File: src/rtl/cs_decode_ovl.sv
// cs_decode_ovl: chip-select decoder for the 68000 front-side bus with boot overlay,
// I/O nibble map and sound-buffer write snoop window.
// Optional bus-error timeout on unmapped cycles: define CS_BUS_TIMEOUT_EN.
//
// state     | meaning
// ----------+-----------------------------------------------------------
// OVL_ON    | reset map: ROM mirrored at 0, RAM mirrored at OVL_RAM_PFX
// OVL_ARMED | ROM region touched; wait for AS negation to finish the cycle
// OVL_OFF   | normal map: RAM at 0; held until reset
module cs_decode_ovl #(
  parameter int         ADDR_W      = 24,
  parameter int         RAM_AW      = 22,
  parameter logic [3:0] ROM_NIB     = 4'h4,
  parameter logic [2:0] OVL_RAM_PFX = 3'b011,
  parameter logic [15:0] IO_MAP     = 16'hFF20,
  parameter logic [15:0] SNOOP_BASE = 16'h3FA2,
  parameter int         SNOOP_PAGES = 2,
  parameter int         TIMEOUT     = 63
) (
  input  logic              CLK,
  input  logic              RES,
  input  logic [ADDR_W-9:0] A,
  input  logic              nWE,
  input  logic              ASActive,
  input  logic              ASInactive,
  output logic              RAMCS,
  output logic              ROMCS,
  output logic              IOCS,
  output logic              SnoopWR,
  output logic              Overlay,
  output logic              BERR
);

  localparam int AW = ADDR_W - 8;
  localparam int PW = RAM_AW - 8;

  if (SNOOP_PAGES < 1 || SNOOP_PAGES > 16 || TIMEOUT < 2) begin : g_bad_param
    $error("cs_decode_ovl: SNOOP_PAGES must be 1..16 and TIMEOUT >= 2");
  end

  typedef enum logic [1:0] {
    OVL_ON    = 2'd0,
    OVL_ARMED = 2'd1,
    OVL_OFF   = 2'd2
  } ovl_state_e;

  ovl_state_e state_q, state_d;

  logic [3:0]    nib;
  logic [2:0]    pfx;
  logic [PW-1:0] page_off;

  assign nib      = A[AW-1 -: 4];
  assign pfx      = A[AW-1 -: 3];
  // Unsigned wrap: pages below the base land far outside the window.
  assign page_off = A[PW-1:0] - PW'(SNOOP_BASE);

  // Overlay state register; reset wins over any cycle in progress.
  always_ff @(posedge CLK) begin
    if (RES) state_q <= OVL_ON;
    else     state_q <= state_d;
  end

  // Overlay next state; disarm waits for AS negation so the current cycle keeps the old map.
  always_comb begin
    state_d = state_q;
    case (state_q)
      OVL_ON:    if (ASActive && nib == ROM_NIB) state_d = OVL_ARMED;
      OVL_ARMED: if (ASInactive) state_d = OVL_OFF;
      OVL_OFF:   state_d = OVL_OFF;
      default:   state_d = OVL_ON;
    endcase
  end

  assign Overlay = (state_q != OVL_OFF);

  // Address decode; selects are unqualified by AS, consumers gate them.
  always_comb begin
    RAMCS   = (~Overlay && A[AW-1:PW] == '0) || (Overlay && pfx == OVL_RAM_PFX);
    ROMCS   = (nib == ROM_NIB) || (Overlay && nib == 4'h0);
    SnoopWR = RAMCS && ~nWE && (page_off < PW'(SNOOP_PAGES));
    IOCS    = IO_MAP[nib] || SnoopWR;
  end

`ifdef CS_BUS_TIMEOUT_EN
  localparam int CW = $clog2(TIMEOUT + 1);

  logic [CW-1:0] cnt_q, cnt_d;
  logic          berr_q, berr_d;
  logic          unmapped;

  assign unmapped = ~(RAMCS || ROMCS || IOCS);

  // Timeout counter and sticky bus error; counter holds if the address becomes mapped.
  always_comb begin
    cnt_d  = cnt_q;
    berr_d = berr_q;
    if (ASInactive) begin
      cnt_d  = '0;
      berr_d = 1'b0;
    end else if (ASActive && unmapped) begin
      if (cnt_q == CW'(TIMEOUT)) berr_d = 1'b1;
      else                       cnt_d  = cnt_q + 1'b1;
    end
  end

  // Timeout state registers.
  always_ff @(posedge CLK) begin
    if (RES) begin
      cnt_q  <= '0;
      berr_q <= 1'b0;
    end else begin
      cnt_q  <= cnt_d;
      berr_q <= berr_d;
    end
  end

  assign BERR = berr_q;
`else
  assign BERR = 1'b0;
`endif

endmodule

File: config.mk
export PLATFORM = sky130hd
export DESIGN_NAME = cs_decode_ovl
export DESIGN_NICKNAME = d
export VERILOG_FILES = /design/src/rtl/cs_decode_ovl.sv
export SDC_FILE = /design/constraint.sdc
export NUM_CORES = 1
export LEC_CHECK = 0
export BUFFER_PORTS_ARGS = -buffer_cell sky130_fd_sc_hd__clkbuf_2
export CORE_MARGIN = 2
export CORE_UTILIZATION = 30
export CTS_BUF_LIST = sky130_fd_sc_hd__clkbuf_16
export DETAILED_ROUTE_END_ITERATION = 10
export SLEW_MARGIN = 10
export SYNTH_ARGS = -nofsm -noshare
export SYNTH_HDL_FRONTEND = slang
export SYNTH_SLANG_ARGS = --single-unit
File: constraint.sdc
create_clock -name CLK -period 1.55 [get_ports CLK]
set_input_delay 0 -clock CLK [delete_from_list [all_inputs] [get_ports CLK]]
set_output_delay 0 -clock CLK [all_outputs]
set_load 0.1 [all_outputs]
# Yosys cells after proc, flatten, opt, wreduce, memory -nomap -nowiden
# Memory sizes are Yosys's and may differ from the RTL's.
# Index checks and enable logic that the tools add are counted.
[totals]
rom_bits = 16
input_bits = 21
elab_cells = 31
n_memories = 1
out_inout_bits = 6
regBits = 2
[op_classes]
n_addsub = 1
n_reduce_logical = 13
magnitude_cmp = 2
muxes = 4
n_eq_ne = 7
bitwise = 2
[memory_table]
columns = ["memory", "words", "word_bits", "read_ports", "rd_ports_with_merged_regs", "write_ports", "line_no", "rtl"]
rows = [
  ["(name not given)", 16, 1, 1, 0, 0, "82", "IOCS = IO_MAP[nib] || SnoopWR;"],
]
[ops]
columns = ["cell", "n"]
rows = [
  ["$lt A14 B2 Y1 const B", 1],
  ["$sub A14 B14 Y14 const B", 1],
  ["$logic_and A1 B1 Y1", 6],
  ["$ne A2 B2 Y1 const B", 3],
  ["$pmux W2 S3", 1],
  ["$lt A4 B5 Y1 const B", 1],
  ["$eq A4 B3 Y1 const B", 1],
  ["$logic_not A2 Y1", 2],
  ["$logic_not A4 Y1", 1],
  ["$mux W2", 2],
  ["$eq A3 B2 Y1 const B", 1],
  ["$logic_or A1 B1 Y1", 3],
  ["$eq A2 B1 Y1 const B", 1],
  ["$eq A2 B2 Y1 const B", 1],
  ["$not A1 Y1", 2],
  ["$reduce_and A2 Y1", 1],
  ["$mux W1", 1],
]

# Depth between registers and ports, before layout
# Gate-level depths: netlist (run 1).
[depth]
word_depth = 7
mapped_depth = 6
depth_no_buf = 6

# Worst setup path after synthesis (run 1)
# No wires, ideal clock.
[synth_timing]
path_type = "register to output"
startpoint = "register state_q[0]"
endpoint = "output port SnoopWR"
arrival_time_ps = 4527
required_ps = 1550
path_buffers = 0
stages_incl_launch_ff = 7
slack_ps = -2977
cell_sequence = "dfxtp_1 -> inv_1 -> ha_1 -> or2b_2 -> a21oi_1 -> nand2_1 -> a2111oi_2"
[synth_via]
elab_chain_len = 6
word_cells_on_any_way = 7
classes_between = "eq/ne (1); bitwise (1); reduce/logical (5)"
[synth_rtl]
columns = ["element", "line_no", "rtl"]
rows = [
  ["start, declared", "47", "ovl_state_e state_q, state_d;"],
  ["start signal, assigned", "61", "else state_q <= state_d;"],
  ["$ne A2 B2 Y1 (*)", "75", "assign Overlay = (state_q != OVL_OFF);"],
  ["$not A1 Y1", "79", "RAMCS = (~Overlay && A[AW-1:PW] == '0) || (Overlay && pfx == OVL_RAM_PFX);"],
  ["$logic_and A1 B1 Y1", "79", ""],
  ["$logic_or A1 B1 Y1 (*)", "79", ""],
  ["net RAMCS", "26", "output logic RAMCS,"],
  ["$logic_and A1 B1 Y1 (*) (2 in a row)", "81", "SnoopWR = RAMCS && ~nWE && (page_off < PW'(SNOOP_PAGES));"],
  ["end, declared", "29", "output logic SnoopWR,"],
]
# The timed path passes the listed nets; every way through them passes the cells marked *.

# Worst setup path in the final report (run 1)
[layout_timing]
startpoint = "register state_q[0]"
endpoint = "output port SnoopWR"
[layout_via]
elab_chain_len = 6
word_cells_on_any_way = 7
classes_between = "eq/ne (1); bitwise (1); reduce/logical (5)"
[layout_rtl]
columns = ["element", "line_no"]
rows = [
  ["$ne A2 B2 Y1 (*)", "75"],
  ["$not A1 Y1", "79"],
  ["$logic_and A1 B1 Y1", "79"],
  ["$logic_or A1 B1 Y1 (*)", "79"],
  ["$logic_and A1 B1 Y1 (*) (2 in a row)", "81"],
]
# Every way passes the cells marked *; elsewhere a longest branch is shown, timed or not.

==> results of run 1 <==
placed cells by master (no fill, tap or decap), types with 2 or more instances in the layout:
cell | netlist | final
a21oi_1 | 3 | 2
buf_12 | 0 | 4
buf_4 | 1 | 10
clkbuf_16 | 0 | 3
clkbuf_2 | 0 | 20
dfxtp_2 | 0 | 2
ha_1 | 5 | 4
inv_1 | 6 | 5
nand2_1 | 4 | 3
nand3_1 | 2 | 2
nand4_1 | 2 | 2
nor2_1 | 2 | 2
o21ai_0 | 2 | 2
or3b_1 | 2 | 2
worst min-delay path, delay by kind of cell:
kind                   cells  cell delay, ns
AND/OR/NAND/NOR            1            0.04
AO/OA/AOI/OAI              2            0.23
buffers and inverters      1            0.09
per-stage QoR:
stage	setup TNS [ns]	area, um^2	total power, mW	hold slack, ns	std cells
floorplan	-2.272	485.5	0.2826	0.06165	53
global placement	-0.1043	725.7	0.3958	0.1678	98
detailed placement	-0.1666	725.7	0.4042	0.1716	98
CTS	-0.6002	843.3	0.8219	0.1678	104
global route	-0.8434	863.3	0.8760	0.1941	105
finish	-0.5878	863.3	0.8257	0.1805	105
power groups by stage:
stage               logic (mW)  registers (mW)  clock network, mW
global route             0.398          0.0780              0.400
global placement         0.319          0.0765                  0
CTS                      0.355          0.0765              0.390
floorplan                0.205          0.0781                  0
finish                   0.364          0.0761              0.386
detailed placement       0.327          0.0768                  0
per-layer routing:
metal  vias to the layer above  wire, um  share of wire  global-route usage
met4                         0         0              0             0.08387
met3                         0        74          0.056             0.03043
met2                        20       690           0.52              0.2813
met5                         -         0              0                   0
li1                        271         -              -                   -
met1                       258       561           0.42              0.2068
kinds of logic after synthesis:
kind of cell    count (synthesis)
compound gates                 16
simple gates                   20
xor+xnor                        1
other cells                     1
buf+inv                         8
flops                           2
fa+ha+maj                       5
worst paths after layout:
path	startpoint	to	slack (ns)
worst max-delay path	state_q[0]$_SDFFE_PP0P_	SnoopWR	-0.29
worst min-delay path	ASInactive	state_q[0]$_SDFFE_PP0P_	0.18
worst max register to register	state_q[0]$_SDFFE_PP0P_	state_q[1]$_SDFFE_PP0P_	0.24
worst min register to register	state_q[0]$_SDFFE_PP0P_	state_q[0]$_SDFFE_PP0P_	0.61
final cells by class:
type                    instances  area share
multi-input cells              43      0.4957
repair buffers                 36      0.3203
clock buffers                   3     0.08696
flip-flops and latches          2     0.04928
inverters                       6     0.02609
well taps                      15     0.02174
timing repair:
item,4_1_cts,5_1_grt
buffers inserted,2,1
setup endpoints to repair,2,4
endpoints found under the hold margin,2,0
hold buffers,1,0
resized for setup,2,2
pin swaps,1,0
==> impl_summary.md, run 1 <==
Status
The run finished, with violations left. The checks that failed: setup timing.

Die
The site row count is 13. The horizontal die dimension is 41.60 um. In this run the standard cell core region covers 1318 um^2.

The initial standard-cell utilization of the core is 0.3219. The vertical die dimension is 41.60 um. The die area is 1731 um^2. The number of placed I/O pins is 27.

Setup path
The buffer and inverter count on the worst path is 3. The largest single stage delay on the critical path is 0.32 ns. The largest delay contributor family on the critical path is buffers and inverters. The critical-path maximum fanout is 3. The critical path runs through a total of 8 cells.

STA puts the critical path data required time at 1.55 ns. The logic depth of the worst register-to-register path is 7. The highest-delay cell along the critical path is dfxtp_2. The signal on the critical path passes through inv_2, ha_4, nand3b_1, buf_6, a21oi_4, nand2_2, a2111oi_4, buf_12.

The endpoint class of the critical path is a primary output. Data on the critical path arrives at its endpoint at 1.84 ns. The startpoint type of the worst setup path is a flop. The setup path with the least slack is of type flop to primary output.

Place
During placement, the flow inserted port buffers numbering 24. The placer congestion estimate is 0.7354. The half-perimeter wire length of the detailed placement result is 986.9 um. The worst slack at placement is -0.09079 ns.

Logic synthesis
The compound-gate portion of the synthesized area was 0.3186. The synthesized netlist contains 32 unique library cells. The proportion of register bits with asynchronous set or reset after synthesis is 0. In this run the mean area of a mapped cell was 8.003 um^2.

In this run, synthesis inferred 0 flip-flops with an integrated enable. Summed over all instances, the cell type with the most area after synthesis is ha_1. The register bit count reported by yosys is 2. After synthesis, the share of cell area in mux cells is 0. Of the total synthesized cell area, the portion taken by XOR and XNOR cells is 0.02065. The total nets after synthesis is 79. In the synthesized netlist the dominant register cell turns out to be dfxtp_1.

After technology mapping, the gate count stands at 53. Of the total synthesized cell area, the portion taken by AND, OR, NAND and NOR gates is 0.3127. The cell with the most instances after synthesis is inv_1. By area, the combinational part of the netlist is dominated by compound AO/OA/AOI/OAI gates. Of the total synthesized cell area, the portion taken by full adders, half adders and majority gates is 0.1475. By count the netlist is led by inv_1, ha_1, nand2_1, a21oi_1. The number of warnings printed during yosys synthesis is 0. The share of synthesized area in the top cell type comes to 0.1475.

The total standard cell area after synthesis is 424.2 um^2. Of the synthesized area, sequential elements account for 0.09440. Ranked by total cell area, the synthesized netlist is headed by ha_1, dfxtp_1, inv_1.

STA
Across all setup checks in the final design, the least slack found is -0.2885 ns. The final critical path time including I/O delays and setup is 1.839 ns. Setup violations remaining at the end of the flow were counted as 3.

Across the routed clock network, the largest skew measured is 0.001508 ns. The count of endpoints failing hold in the final timing report is 0. The highest clock frequency the design can meet is 543.9 MHz. The normalized max-slew margin is 0.6409.

The final max-slew violation count is 0. Setup repair after global routing could not meet its margin everywhere. The pin slew with the least headroom to its limit is 0.5409 ns. The share of the cycle needed by the critical path after routing is 1.186.

Finish
The sequential standard cell area is 42.54 um^2. The largest registers in the layout are state_q: 2 flops. The multi-input combinational cell area is 427.9 um^2. In the final design database the tool counted 118 nets. The fill cell instance count of the final layout is 119. At the end of the flow the core is filled with cells to 0.6553.

The layout cell share with drive strength beyond 1 is 0.6000. The growth of design area from synthesis to finish is 103.5%. The flip-flop count of the largest register after layout is 2.

The most flop-heavy register is state_q. 0 antenna diodes ended up in the layout.

Min path
The path class of the tightest hold or removal check is input pin to flop. Along the worst hold path, the cell count comes to 4.

Global route
The global-route wire length before repair is 2.346 mm. For this run, the total global-route usage over all layers was measured as 0.1692. The initial antenna violation count is 0. The pin count of the biggest net entering global routing is 8.

The number of global-route vias before repair was 560. The total overflow left after global routing is 0.

Pwr
In this run the power spent charging and discharging nets is 0.2649 mW. The fraction of power spent switching nets is 0.3208. The power per unit of standard cell area is 956.4 nW/um^2. VDD sags by at most 0.0004957 V.

Internal power comes to 0.5608 mW. Of the total power, registers draw 0.092. Summed over all cells, the static leakage comes to 0.3827 nW. The share of total power dissipated in the clock network is 0.467.

The portion of total power attributed to combinational logic is 0.441.

Clocking
The TritonCTS sink count is 2. The library cell used as clock root buffer is clkbuf_16. CTS built an H-tree with a depth of 1. The total clock buffers created by CTS is 3.

The maximum clock path buffer count is 2. TritonCTS built the clock tree. The clock transition at the registers of the reported paths is 0.03 ns. The later pin in the worst-skew pair is clocked with a latency of 0.22 ns.

Run
The max capacitance violation total is 0.

Drt
The per-cell via count in the routed design is 5.229. The detailed router placed 549 vias in this run. In the final routed layout, each cell accounts on average for 12.62 um. The first detailed-routing pass ran for 4 iterations. Summed over all layers, the routed wires come to 1.325 mm. The detail route stage leaves a number of antenna-violating nets equal to 0. The number of DRC violations after detailed routing is 0. The detailed router finished its first iteration with 6 violations.
Note: power is estimated with default switching activity, not from simulation.
==> inputs of run 2 (changes only) <==
CAP_MARGIN = 5   (was unset)
CELL_PAD_IN_SITES_DETAIL_PLACEMENT = 0   (was unset)
CELL_PAD_IN_SITES_GLOBAL_PLACEMENT = 1   (was unset)
CORE_ASPECT_RATIO = 0.9   (was unset)
CORE_UTILIZATION = 27   (was 30)
PLACE_DENSITY_LB_ADDON = 0.1   (was unset)
==> impl_summary.md, run 2 (synthesis gave the netlist of run 1 again) <==
Clocking
The CTS tree is yes (unchanged). The maximum clock path buffer count was 2 (unchanged). The later-pin clock latency in the skew report is 0.22 ns (about the same). The library cell used as clock root buffer was clkbuf_16 (unchanged). The total clock buffers created by CTS came to 3 (unchanged). The maximum level of the CTS H-tree is 1 (unchanged).

The TritonCTS sink count is 2 (unchanged). The clock transition at the registers of the reported paths was 0.03 ns (about the same).

STA
The final critical path time including I/O delays and setup is 1.841 ns (was 1.839 ns). The count of endpoints failing hold in the final timing report is 0 (unchanged). Unrepaired setup endpoints after global routing: true (unchanged). The worst setup margin is -0.2914 ns (was -0.2885 ns).

The final max-slew violation count is 0 (unchanged). The share of the cycle needed by the critical path after routing is 1.188 (was 1.186). The pin slew with the least headroom to its limit is 0.5380 ns (was 0.5409 ns).

The final setup violation count is 2 (was 3). The normalized max-slew margin is 0.6429 (was 0.6409). The highest clock frequency the design can meet is 543.1 MHz (was 543.9 MHz). The final setup skew is 0.001111 ns (was 0.001508 ns).

The setup TNS was -0.4800 ns (was -0.5878 ns).

Setup path
The highest-delay cell along the critical path is a221oi_2 (was dfxtp_2). The startpoint type of the worst setup path is a flop (unchanged). Crit path cell chain: inv_2, ha_4, nand3b_1, a221oi_2, o2111ai_2, o21ai_4, buf_12 (was inv_2, ha_4, nand3b_1, buf_6, a21oi_4, nand2_2, a2111oi_4, buf_12).

The largest stage delay on the critical path is 0.34 ns (was 0.32 ns). The required arrival time at the worst endpoint was 1.55 ns (about the same). The termination of the worst setup path was IOCS (was SnoopWR).

The slack of the worst reg-to-reg path is 0.34 ns (was 0.24 ns). The logic depth of the worst register-to-register path came to 6 (was 7). The arrival time of the worst setup path came to 1.84 ns (about the same). The endpoint class of the critical path is a primary output (unchanged). The launch point of the worst reg-to-reg path is state_q[1]$_SDFFE_PP0P_ (was state_q[0]$_SDFFE_PP0P_).

The launch point of the worst path is state_q[0]$_SDFFE_PP0P_ (unchanged). The critical-path maximum fanout is 3 (unchanged). The capturing point of the worst reg2reg path is state_q[0]$_SDFFE_PP0P_ (was state_q[1]$_SDFFE_PP0P_). The critical setup path kind is flop to primary output (unchanged).

Drt
The number of nets still failing antenna checks after routing is 0 (unchanged). The number of DRC violations after detailed routing was 0 (unchanged). The number of optimization iterations in the first detailed-route pass is 4 (unchanged). The iteration-0 DRC count of the detailed router is 2 (was 6).

The average wire per cell in the routed design was 11.16 um (was 12.62 um). The via count is 513 (was 549). The per-cell via count in the routed design came to 5.079 (was 5.229). The total wirelength of the detailed-routed design is 1.127 mm (was 1.325 mm).

Min path
The class of the tightest hold or removal check is input pin to flop (unchanged).

Global route
The global routing usage on met3 was 0.03478 (was 0.03043). The total grt overflow is 0 (unchanged). The initial antenna violation count is 0 (unchanged). The number of global-route vias before repair is 479 (was 560).

The most used routing layer is met2 (unchanged). The pin count of the biggest net entering global routing is 7 (was 8). The global-route wire length before repair was 1.932 mm (was 2.346 mm). The met2 track demand over resource in global routing is 0.2169 (was 0.2813). The fraction of met1 tracks used by global routing is 0.1623 (was 0.2068). The global-route usage over all layers is 0.1331 (was 0.1692).

Pwr
The total net switching power was 0.2524 mW (was 0.2649 mW). The overall power is 0.7939 mW (was 0.8257 mW). The fraction of power spent switching nets came to 0.3180 (was 0.3208). The part of the total power dissipated in sequential elements is 0.097 (was 0.092).

The power per unit of standard cell area is 954.1 nW/um^2 (was 956.4 nW/um^2). The design internal power came to 0.5415 mW (was 0.5608 mW). The proportion of power drawn by the clock network is 0.482 (was 0.467).

The peak supply drop is 0.001053 V (was 0.0004957 V). The portion of total power attributed to combinational logic is 0.421 (was 0.441). The leakage power of the design came to 0.3501 nW (was 0.3827 nW).

Die
The die area is 1904 um^2 (was 1731 um^2). The vertical die dimension is 41.60 um (unchanged). The number of placed I/O pins is 27 (unchanged). The area inside the core boundary is 1464 um^2 (was 1318 um^2). The site row count is 13 (unchanged). The initial standard-cell utilization of the core is 0.2897 (was 0.3219). The horizontal die dimension is 45.78 um (was 41.60 um).

Finish
The number of diodes added for antenna fixing is 0 (unchanged). The growth of design area from synthesis to finish is 96.17% (was 103.5%). The most common library cell in the layout ignoring fill and taps is clkbuf_2 (unchanged). Largest regs: state_q: 2 flops (unchanged). The layout cell share with drive strength beyond 1 is 0.5930 (was 0.6000). The most flop-heavy register is state_q (unchanged). The flip-flop count of the largest register after layout is 2 (unchanged). The summed area of non-filler cells in the final layout was 832.0 um^2 (was 863.3 um^2).

The final standard cell utilization of the core is 0.5684 (was 0.6553). Commonest cells after routing, fill and taps aside: clkbuf_2, buf_4, inv_1, ha_1, buf_12 (unchanged). The total number of nets in the final design is 114 (was 118). The final instance count without filler cells is 101 (was 105).

Run
The max capacitance violation total is 0 (unchanged).

Place
The placer congestion estimate is 0.8157 (was 0.7354). The half-perimeter wire length of the detailed placement result was 945.6 um (was 986.9 um). The total of buffers placed on input and output ports was 24 (unchanged).

The cell area after placement is 718.2 um^2 (was 725.7 um^2). The placed cell count came to 97 (was 98).

Status
Failing checks: setup timing (unchanged). Outcome: complete, but fails checks (unchanged).
## run 2: power by group through the flow
stage / Combinational, mW / Clock, mW / Sequential (mW)
2_1_floorplan: 0.205 / 0 / 0.0781
3_3_place_gp: 0.322 / 0 / 0.0767
3_5_place_dp: 0.324 / 0 / 0.0771
4_1_cts: 0.334 / 0.389 / 0.0769
5_1_grt: 0.369 / 0.394 / 0.0777
6_report: 0.334 / 0.383 / 0.0767
## run 2: timing repair
action	4_1_cts	5_1_grt
pin swaps	1	0
gates resized for setup	3	1
setup endpoints to repair	2	3
hold buffers	1	0
buffers inserted	0	0
hold endpoints to repair	2	0
## run 2: area by class of cell
type                       instances  area (um^2)
clock buffer                       3        75.07
fill                             140        631.9
inverter                           6        22.52
multi-input combinational         43        430.4
sequential                         2        42.54
tap                               15        18.77
timing repair buffer              32        242.7
## run 2: how the worst min path moves through the flow
stage          startpoint                       to  slack, ns  cells past startpoint
6_report       ASInactive  state_q[1]$_SDFFE_PP0P_       0.17                      4
5_1_grt        ASInactive  state_q[1]$_SDFFE_PP0P_       0.21                      4
4_1_cts        ASInactive  state_q[1]$_SDFFE_PP0P_       0.17                      4
3_5_place_dp          RES  state_q[1]$_SDFFE_PP0P_       0.17                      2
3_3_place_gp          RES  state_q[1]$_SDFFE_PP0P_       0.17                      2
2_1_floorplan         RES  state_q[0]$_SDFFE_PP0P_       0.06                      1
## run 2: through the flow
step / hold slack (ns) / setup WS [ns]
after global placement: 0.1696 / -0.07138
final: 0.1705 / -0.2914
after detailed placement: 0.1700 / -0.08070
after CTS: 0.1671 / -0.2715
after global routing: 0.2105 / -0.3663
after floorplan: 0.06165 / -1.175
## run 2: per-layer routing
| layer | vias up | part of all wire |
|---|---|---|
| li1 | 266 | - |
| met1 | 231 | 0.44 |
| met2 | 16 | 0.50 |
| met3 | 0 | 0.056 |
| met4 | 0 | 0 |
| met5 | - | 0 |
## run 2: critical path, delay by kind of cell (launching register included)
| family | cells | cell delay, ns |
|---|---|---|
| flip-flops | 1 | 0.32 |
| AO/OA/AOI/OAI | 3 | 0.69 |
| AND/OR/NAND/NOR | 1 | 0.22 |
| adder cells (fa/ha/maj) | 1 | 0.15 |
| buffers and inverters | 2 | 0.24 |
==> inputs of run 3 (changes only) <==
ABC_AREA = 1   (was unset)
CORE_UTILIZATION = 24   (was 27)
SLEW_MARGIN = unset   (was 10)
==> impl_summary.md, run 3 <==
Setup path
The largest delay contributor family on the critical path is simple AND/OR/NAND/NOR gates (was compound AO/OA/AOI/OAI gates). The buffer and inverter count on the worst path is 3 (was 2). The critical-path maximum fanout is 2 (was 3).

The startpoint type of the worst setup path is a flop (unchanged). The required arrival time at the worst endpoint is 1.55 ns (about the same). By instance count, the cell type seen most on the critical path is nand2_1. The largest stage delay on the critical path was 0.34 ns (about the same). The highest-delay cell along the critical path is dfxtp_2 (was a221oi_2).

Crit path cell chain: inv_4, ha_4, clkinvlp_4, nand2_1, nand2_1, nand2_2, nor2_2, nand2_1, nor2_1, nand3_2, nand2_2, buf_12 (was inv_2, ha_4, nand3b_1, a221oi_2, o2111ai_2, o21ai_4, buf_12). The arrival time of the worst setup path is 1.61 ns (was 1.84 ns). The endpoint class of the critical path is a primary output (unchanged).

The critical setup path kind is flop to primary output (unchanged).

STA
Unrepaired setup endpoints after global routing: true (unchanged). The final setup skew is 0.0001989 ns (was 0.001111 ns). The final setup violation count is 3 (was 2). The highest clock frequency the design can meet is 622.1 MHz (was 543.1 MHz). The share of the cycle needed by the critical path after routing came to 1.037 (was 1.188).

The count of endpoints failing hold in the final timing report was 0 (unchanged). The final max-slew violation count is 0 (unchanged). The final critical path time including I/O delays and setup came to 1.608 ns (was 1.841 ns). The worst setup margin came to -0.05751 ns (was -0.2914 ns). The pin slew with the least headroom to its limit came to 0.5403 ns (was 0.5380 ns). The setup TNS is -0.1258 ns (was -0.4800 ns). The normalized max-slew margin is 0.6414 (was 0.6429).

Finish
Largest regs: state_q: 2 flops (unchanged). The total number of nets in the final design was 141 (was 114). The number of diodes added for antenna fixing is 0 (unchanged). Commonest cells after routing, fill and taps aside: nand2_1, clkbuf_2, inv_1, nor2_1 (was clkbuf_2, buf_4, inv_1, ha_1, buf_12). The most common library cell in the layout ignoring fill and taps is nand2_1 (was clkbuf_2).

The summed area of non-filler cells in the final layout is 754.5 um^2 (was 832.0 um^2). The growth of design area from synthesis to finish is 81.63% (was 96.17%). The final standard cell utilization of the core came to 0.4582 (was 0.5684). The flip-flop count of the largest register after layout came to 2 (unchanged).

The fill cell instance count of the final layout is 209 (was 140). The most flop-heavy register is state_q (unchanged). The layout cell share with drive strength beyond 1 came to 0.3982 (was 0.5930).

Die
The site row count was 14 (was 13). The initial standard-cell utilization of the core is 0.2523 (was 0.2897). The number of placed I/O pins came to 27 (unchanged). The die area is 2080 um^2 (was 1904 um^2). The horizontal die dimension is 47.86 um (was 45.78 um). The vertical die dimension is 43.47 um (was 41.60 um). The area inside the core boundary is 1647 um^2 (was 1464 um^2).

Place
The total of buffers placed on input and output ports is 24 (unchanged). The worst slack at placement is 0.1057 ns (was -0.08070 ns). The cell area after placement is 634.4 um^2 (was 718.2 um^2). The placer congestion estimate came to 0.7172 (was 0.8157). The half-perimeter wire length of the detailed placement result came to 895.2 um (was 945.6 um).

Clocking
The later-pin clock latency in the skew report is 0.22 ns (about the same). The total of hold buffers inserted after clock tree synthesis is 0 (was 1). The maximum clock path buffer count came to 2 (unchanged). The clock transition at the registers of the reported paths is 0.03 ns (about the same). The library cell used as clock root buffer is clkbuf_16 (unchanged).

The maximum level of the CTS H-tree is 1 (unchanged). The TritonCTS sink count is 2 (unchanged). The total clock buffers created by CTS is 3 (unchanged).

The CTS tree was yes (unchanged).

Logic synthesis
The share of the synthesized area in the top cell type is 0.2169 (was 0.1475). The total standard cell area after synthesis is 415.4 um^2 (was 424.2 um^2). The total nets after synthesis is 108 (was 79). Largest cells by area after synthesis: nand2_1, inv_1, ha_1 (was ha_1, dfxtp_1, inv_1). The register bit count reported by yosys came to 2 (unchanged). The average cell area after synthesis was 5.066 um^2 (was 8.003 um^2). The proportion of register bits with asynchronous set or reset after synthesis was 0 (unchanged).

The number of warnings printed during yosys synthesis came to 0 (unchanged). The number of unique standard cell types used by synthesis is 15 (was 32). Commonest cells in the netlist: nand2_1, inv_1, nor2_1, nand3_1, ha_1 (was inv_1, ha_1, nand2_1, a21oi_1). The number of enable flip-flop cells after synthesis is 0 (unchanged). The synthesized instance count was 82 (was 53).

The library cell occupying the most area in the post-synthesis netlist is nand2_1 (was ha_1). The dominant synthesized flop cell is dfxtp_1 (unchanged). The sequential fraction of the synthesis area is 0.09639 (was 0.09440). The cell with the most instances after synthesis is nand2_1 (was inv_1).

Pwr
The design internal power is 0.5768 mW (was 0.5415 mW). The total net switching power is 0.3829 mW (was 0.2524 mW). The overall power is 0.9597 mW (was 0.7939 mW).

The fraction of power spent switching nets was 0.3990 (was 0.3180). The leakage power of the design came to 0.4214 nW (was 0.3501 nW). The power per unit of standard cell area was 1272 nW/um^2 (was 954.1 nW/um^2).

The part of the total power dissipated in sequential elements was 0.101 (was 0.097). The portion of total power attributed to combinational logic is 0.489 (was 0.421). The proportion of power drawn by the clock network was 0.410 (was 0.482). The peak supply drop is 0.001153 V (was 0.001053 V).

Global route
The global-route wire length before repair is 1.690 mm (was 1.932 mm). The pin count of the biggest net entering global routing came to 5 (was 7). The total grt overflow is 0 (unchanged).

The global-route usage over all layers is 0.1136 (was 0.1331). The number of global-route vias before repair is 437 (was 479). The initial antenna violation count came to 0 (unchanged).

Drt
The iteration-0 DRC count of the detailed router is 8 (was 2). The number of nets still failing antenna checks after routing is 0 (unchanged). The number of DRC violations after detailed routing is 0 (unchanged). The number of optimization iterations in the first detailed-route pass came to 4 (unchanged). The total wirelength of the detailed-routed design came to 1.045 mm (was 1.127 mm). The via count came to 552 (was 513). The per-cell via count in the routed design is 4.029 (was 5.079). The average wire per cell in the routed design was 7.628 um (was 11.16 um).

Status
Outcome: complete, but fails checks (unchanged). Failing checks: setup timing (unchanged).

Run
The max capacitance violation total is 0 (unchanged).

Min path
The class of the tightest hold or removal check is input pin to flop (unchanged).
run 3: worst paths after layout:
path | startpoint | end | slack [ns] | depth (start not counted)
min reg2reg | state_q[1]$_SDFFE_PP0P_ | state_q[1]$_SDFFE_PP0P_ | 0.58 | 2
max | state_q[0]$_SDFFE_PP0P_ | IOCS | -0.06 | 12
max reg2reg | state_q[0]$_SDFFE_PP0P_ | state_q[1]$_SDFFE_PP0P_ | 0.36 | 7
min | RES | state_q[0]$_SDFFE_PP0P_ | 0.04 | 4
run 3: cells by family after synthesis:
| kind of cell | Yosys count | synth area share |
|---|---|---|
| and+or+nand+nor | 46 | 0.4518 |
| buffers and inverters | 21 | 0.1988 |
| AOI/OAI and AO/OA | 7 | 0.09336 |
| adders and majority gates | 5 | 0.1506 |
| DFF | 2 | 0.09639 |
| other | 1 | 0.009027 |
run 3: metal layers:
layer  vias to the layer above  part of all wire  track usage
met5                         -                 0            0
met3                         2             0.034      0.01250
li1                        305                 -            -
met4                         0             0.014      0.06486
met2                        11              0.48       0.1867
met1                       234              0.47       0.1385
run 3: repair_timing:
action	CTS	global route
pin swaps	6	6
buffers inserted	5	0
resized for setup	3	1
setup endpoints to repair	2	3
run 3: tightest hold or removal path, delay by kind of cell:
family          cells  cell delay, ns
buf+inv             2            0.11
compound gates      2            0.10
run 3: final cells by class:
class / instances / area, um^2 / area share
inverter: 20 / 85.08 / 0.1128
tap: 24 / 30.03 / 0.03980
timing repair buffer: 29 / 205.2 / 0.2720
clock buffer: 3 / 75.07 / 0.09950
sequential: 2 / 41.29 / 0.05473
multi-input combinational: 59 / 317.8 / 0.4212
run 3: power by group through the flow:
stage / registers (mW) / logic (mW) / clock network (mW)
global placement: 0.0944 / 0.416 / 0
CTS: 0.0969 / 0.473 / 0.399
floorplan: 0.0928 / 0.319 / 0
detailed placement: 0.0944 / 0.421 / 0
finish: 0.0973 / 0.469 / 0.393
global route: 0.0983 / 0.518 / 0.400
run 3: metrics by stage:
step                      hold slack [ns]  instances
after global routing              0.07756        137
after detailed placement           0.2709        129
after CTS                         0.04299        137
after global placement             0.2715        129
final                             0.04004        137
after floorplan                    0.1659         82
